**src/rtl/fp_misc_arbiter.sv**
```systemverilog
`default_nettype none
// ============================================================================
// Module   : fp_misc_arbiter
// Brief    : Two-requester round-robin front end for a shared single-precision
//            misc FP stage (FCLASS/FMIN/FMAX/FSGNJ/FSGNJN/FSGNJX) with a
//            one-entry valid/ready result register.
// Revision : 1.0 - initial release
// ============================================================================
module fp_misc_arbiter #(
    parameter int TAG_W = 5
) (
    input  logic                   clk,
    input  logic                   rst,
    input  logic [1:0]             req_valid,
    output logic [1:0]             req_ready,
    input  logic [1:0][2:0]        req_op,
    input  logic [1:0][31:0]       req_in1,
    input  logic [1:0][31:0]       req_in2,
    input  logic [1:0][TAG_W-1:0]  req_tag,
    output logic                   out_valid,
    input  logic                   out_ready,
    output logic [31:0]            out_result,
    output logic [4:0]             out_fflags,
    output logic                   out_id,
    output logic [TAG_W-1:0]       out_tag
);

    localparam logic [2:0]  c_OP_FCLASS = 3'd0;
    localparam logic [2:0]  c_OP_FMIN   = 3'd1;
    localparam logic [2:0]  c_OP_FMAX   = 3'd2;
    localparam logic [2:0]  c_OP_FSGNJ  = 3'd3;
    localparam logic [2:0]  c_OP_FSGNJN = 3'd4;
    localparam logic [2:0]  c_OP_FSGNJX = 3'd5;
    localparam logic [31:0] c_QNAN      = 32'h7FC0_0000;

    logic                  r_valid;
    logic [31:0]           r_result;
    logic [4:0]            r_fflags;
    logic                  r_id;
    logic [TAG_W-1:0]      r_tag;
    logic                  r_last;     // index granted most recently

    logic                  w_can_acc;
    logic [1:0]            w_grant;
    logic                  w_xfer;
    logic                  w_sel;
    logic [2:0]            w_op;
    logic [31:0]           w_a;
    logic [31:0]           w_b;
    logic                  w_a_nan;
    logic                  w_b_nan;
    logic                  w_a_snan;
    logic                  w_b_snan;
    logic [31:0]           w_res;
    logic [4:0]            w_flags;

    // FCLASS one-hot mask for a single-precision value
    function automatic logic [9:0] f_class(input logic [31:0] v);
        logic       s;
        logic [7:0] e;
        logic       mz;
        s  = v[31];
        e  = v[30:23];
        mz = (v[22:0] == 23'd0);
        f_class = '0;
        if (e == 8'hFF) begin
            if (mz)          f_class[s ? 0 : 7] = 1'b1;
            else if (v[22])  f_class[9] = 1'b1;
            else             f_class[8] = 1'b1;
        end else if (e == 8'h00) begin
            if (mz)          f_class[s ? 3 : 4] = 1'b1;
            else             f_class[s ? 2 : 5] = 1'b1;
        end else begin
            f_class[s ? 1 : 6] = 1'b1;
        end
    endfunction

    // Strict a < b for non-NaN operands; sign-magnitude order puts -0 below +0
    function automatic logic f_lt(input logic [31:0] a, input logic [31:0] b);
        if (a[31] != b[31]) f_lt = a[31];
        else if (!a[31])    f_lt = (a[30:0] < b[30:0]);
        else                f_lt = (a[30:0] > b[30:0]);
    endfunction

    // Round-robin grant; gated by result-register space and by reset
    always_comb begin
        w_can_acc = !r_valid || out_ready;
        w_grant   = 2'b00;
        if (!rst && w_can_acc) begin
            case (req_valid)
                2'b01:   w_grant = 2'b01;
                2'b10:   w_grant = 2'b10;
                2'b11:   w_grant = r_last ? 2'b01 : 2'b10;
                default: w_grant = 2'b00;
            endcase
        end
    end

    assign req_ready = w_grant;
    assign w_xfer    = |(req_valid & w_grant);
    assign w_sel     = w_grant[1];

    // Operand mux and misc-op datapath for the granted requester
    always_comb begin
        w_op     = req_op[w_sel];
        w_a      = req_in1[w_sel];
        w_b      = req_in2[w_sel];
        w_a_nan  = (&w_a[30:23]) && (|w_a[22:0]);
        w_b_nan  = (&w_b[30:23]) && (|w_b[22:0]);
        w_a_snan = w_a_nan && !w_a[22];
        w_b_snan = w_b_nan && !w_b[22];
        w_res    = '0;
        w_flags  = '0;
        case (w_op)
            c_OP_FCLASS: w_res = {22'd0, f_class(w_a)};
            c_OP_FMIN, c_OP_FMAX: begin
                w_flags = {w_a_snan || w_b_snan, 4'b0000};
                if (w_a_nan && w_b_nan)  w_res = c_QNAN;
                else if (w_a_nan)        w_res = w_b;
                else if (w_b_nan)        w_res = w_a;
                else if (w_op == c_OP_FMIN)
                    w_res = f_lt(w_b, w_a) ? w_b : w_a;
                else
                    w_res = f_lt(w_a, w_b) ? w_b : w_a;
            end
            c_OP_FSGNJ:  w_res = {w_b[31], w_a[30:0]};
            c_OP_FSGNJN: w_res = {~w_b[31], w_a[30:0]};
            c_OP_FSGNJX: w_res = {w_a[31] ^ w_b[31], w_a[30:0]};
            default:     w_res = '0;
        endcase
    end

    // Result register and round-robin pointer; reset drops any pending result
    always_ff @(posedge clk or posedge rst) begin
        if (rst) begin
            r_valid  <= 1'b0;
            r_result <= '0;
            r_fflags <= '0;
            r_id     <= 1'b0;
            r_tag    <= '0;
            r_last   <= 1'b1;
        end else if (w_xfer) begin
            r_valid  <= 1'b1;
            r_result <= w_res;
            r_fflags <= w_flags;
            r_id     <= w_sel;
            r_tag    <= req_tag[w_sel];
            r_last   <= w_sel;
        end else if (out_ready) begin
            r_valid  <= 1'b0;
        end
    end

    assign out_valid  = r_valid;
    assign out_result = r_result;
    assign out_fflags = r_fflags;
    assign out_id     = r_id;
    assign out_tag    = r_tag;

endmodule
`default_nettype wire

```
**config.mk**
```make
export PLATFORM = sky130hd
export DESIGN_NAME = fp_misc_arbiter
export DESIGN_NICKNAME = d
export VERILOG_FILES = /design/src/rtl/fp_misc_arbiter.sv
export SDC_FILE = /design/constraint.sdc
export NUM_CORES = 1
export LEC_CHECK = 0
export BUFFER_PORTS_ARGS = -buffer_cell sky130_fd_sc_hd__buf_2
export CAP_MARGIN = 40
export CORE_MARGIN = 2
export CORE_UTILIZATION = 45
export CTS_CLUSTER_SIZE = 8
export DETAILED_ROUTE_END_ITERATION = 7
export PLACE_DENSITY = 0.87
export SETUP_SLACK_MARGIN = 0.02
export SYNTH_ARGS = -nofsm -noshare
export SYNTH_HDL_FRONTEND = slang
export SYNTH_SLANG_ARGS = --single-unit
export TNS_END_PERCENT = 50
```
**constraint.sdc**
```tcl
create_clock -name clk -period 5.9 [get_ports clk]
set_clock_uncertainty 0.05 [all_clocks]
set_input_delay 1.18 -clock clk [delete_from_list [all_inputs] [get_ports clk]]
set_output_delay 1.18 -clock clk [all_outputs]
set_load 0.02 [all_outputs]
```
==> flow_summary.ini <==
[layout]
fin_util_pct = 57.67
fin_cells = 907
drive_gt1_share_pct = 31.82
finalNetCount = 944
synthToLayoutAreaGrowth_pct = 25.16

[power]
ir_drop_mv = 0.1256
powerDensity_mw_per_mm2 = 214.9
switchingPower_mw = 0.5633
p_seq_share_pct = 30.4
power_frac_comb_pct = 53.0
leakagePower_nw = 2.833
finalPower_mw = 1.268
p_int_mw = 0.7045
power_frac_clock_pct = 16.6
swShare_pct = 44.43

[timing]
fmax_mhz = 189.2
worst_pin_slew_ns = 0.8922
tns_ns = 0
hold_viol = 0
final-max-slew-violation-count = 0
fin_crit_sh_pct = 89.57
setup_ws_ns = 0.6156
setup_violations = 0
relSlewSlack_pct = 40.30
finalCriticalPeriod_ns = 5.284
rsz0062_at_grt = no

[run]
drv_cap = 0

[routing]
antenna_left = 0
avgRoutedWirePerCell_um = 19.22
dr.pass1.iters = 5
vias_per_cell = 6.286
drt_iter0_markers = 598
routed_wl_mm = 17.44
num_vias = 5701
drc_errors = 0

[global_route]
grt_max_degree = 58
grt_util_all_layers_pct = 30.26
gr-max-usage-layer = met2
grt_use_met1_pct = 39.25
grtUsageMet2_pct = 49.91
antenna_found_initial = 1
grt_overflow = 0
grt_pass1_wl_mm = 27.65
first_global_vias = 5449
use_met3_pct = 5.947

[synthesis]
yosysMostFrequentCell = nand2_1
synth.top_cell.area_share_pct = 21.23
synth_edf_count = 0
syn-instance-count = 591
synthTopCellsByArea = dfrtp_1, mux2i_1, nand2_1, ha_1, o31ai_1
synth_area_per_cell_um2 = 7.977
synth_flop_cell = dfrtp_1
ys_top_cells_by_count = nand2_1, mux2i_1, dfrtp_1
yosysTopAreaCell = dfrtp_1
yosys_warnings = 0
synth-seq-area-share_pct = 21.79
async_reset_ff_share_pct = 100.0
ys_types = 75
ys_ff_latch = 41
synthesis.area_mm2 = 0.004715

[clocking]
cts_buffers = 5
ctsResizeCount = 0
h-tree-depth = 2
clk_latency_ns = 0.31
tritoncts = done
cts_root_buf = clkbuf_8
clockBufferDepth = 2
cts_hold_buf = 0
cts.sinks = 41
post_cts_buffers = 0
clk_pin_slew_ns = 0.09

[outcome]
status = completed

[worst_setup_path]
r2r-start = r_last$_DFFE_PP1P_
r2r_slack_ns = 1.25
cp-start-kind = primary input
arrival_ns = 5.43
cp-endpoint = out_result[28]$_DFFE_PP0P_
startpoint = req_valid[1]
worstPathRequired_ns = 6.05
r2r_cells = 16
critPathMaxFanout = 25
crit_type = in2reg
worst_setup_path_end_kind = register
timing.rr.end = out_result[28]$_DFFE_PP0P_

[floorplanning]
initial_utilization_pct = 46.08
rows = 37
die_w_um = 106.4
ios = 195
coreArea_mm2 = 0.01023
fp.dieArea_mm2 = 0.01131
die_h_um = 106.4

[min_path]
hold_depth = 2
worstHoldPathType = reg2reg

[place]
dp_hpwl_mm = 13.76
dp_cells = 898
place_ws_ns = 0.3197
gp_congestion = 0.9667
portBuffers = 190
[metrics by stage]
step,hold slack [ns],instance area (um^2)
2_1_floorplan,0.3947,4726
3_3_place_gp,0.4075,5802
3_5_place_dp,0.4109,5802
4_1_cts,0.4262,5898
5_1_grt,0.4648,5901
6_report,0.4236,5901
[per-layer routing]
| metal | share of wire, % | wire length, um |
|---|---|---|
| met1 | 39 | 6795 |
| met2 | 47 | 8225 |
| met3 | 11 | 1930 |
| met4 | 2.8 | 483 |
| met5 | 0 | 0 |
[placed cells by master, fill, tap and decap left out, types with 14 or more instances in the layout]
cell type	n
o31ai_1	20
nor4_1	23
dfrtp_1	40
nand2_1	100
buf_2	190
mux2i_1	43
nor2_1	19
a31oi_1	17
ha_1	26
o21ai_0	23
a22oi_1	17
nand3_1	19
inv_1	14
nor2b_1	15
[registers in the layout (all words and copies together) (netlist names)]
name	cells
out_result	32
out_tag	5
out_fflags	1
out_id	1
out_valid	1
r_last	1
[final cells by class]
class,instances,area [um^2]
timing repair buffer,205,1089
fill,990,4330
clock buffer,6,82.58
multi-input combinational,498,3448
inverter,18,67.56
sequential,41,1027
antenna,1,2.502
tap,136,170.2
clock inverter,2,13.76
[cell families after synthesis]
group / synth area share, %
simple gates: 24.36
compound gates: 25.40
mux: 13.72
buf+inv: 5.679
flops: 21.79
fa+ha+maj: 7.112
xor+xnor: 1.858
other cells: 0.07954
[critical path, stage by stage]
cell      delay, ns
buf_2          0.12
a21bo_2        0.28
or3_2          0.48
inv_2          0.29
buf_12         0.23
mux2_2         0.37
inv_1          0.08
ha_1           0.24
a21oi_1        0.14
o21a_1         0.14
o211ai_1       0.09
a211oi_1       0.26
o31ai_1        0.13
nor3_2         0.40
mux2_4         0.44
o221a_1        0.23
a221o_1        0.31
[power by group through the flow]
stage | Combinational, mW | Clock, mW | Sequential (mW)
6_report | 0.672 | 0.211 | 0.385
4_1_cts | 0.665 | 0.213 | 0.385
3_5_place_dp | 0.662 | 0 | 0.390
5_1_grt | 0.729 | 0.222 | 0.392
3_3_place_gp | 0.652 | 0 | 0.391
2_1_floorplan | 0.355 | 0 | 0.460
[how the worst min path moves through the flow]
stage                                       from                endpoint
after global placement        r_last$_DFFE_PP1P_      r_last$_DFFE_PP1P_
after CTS                     r_last$_DFFE_PP1P_      r_last$_DFFE_PP1P_
after detailed placement      r_last$_DFFE_PP1P_      r_last$_DFFE_PP1P_
final                         r_last$_DFFE_PP1P_      r_last$_DFFE_PP1P_
after global routing      out_tag[4]$_DFFE_PP0P_  out_tag[4]$_DFFE_PP0P_
after floorplan               r_last$_DFFE_PP1P_      r_last$_DFFE_PP1P_
Note: power is estimated with default switching activity, not from simulation.
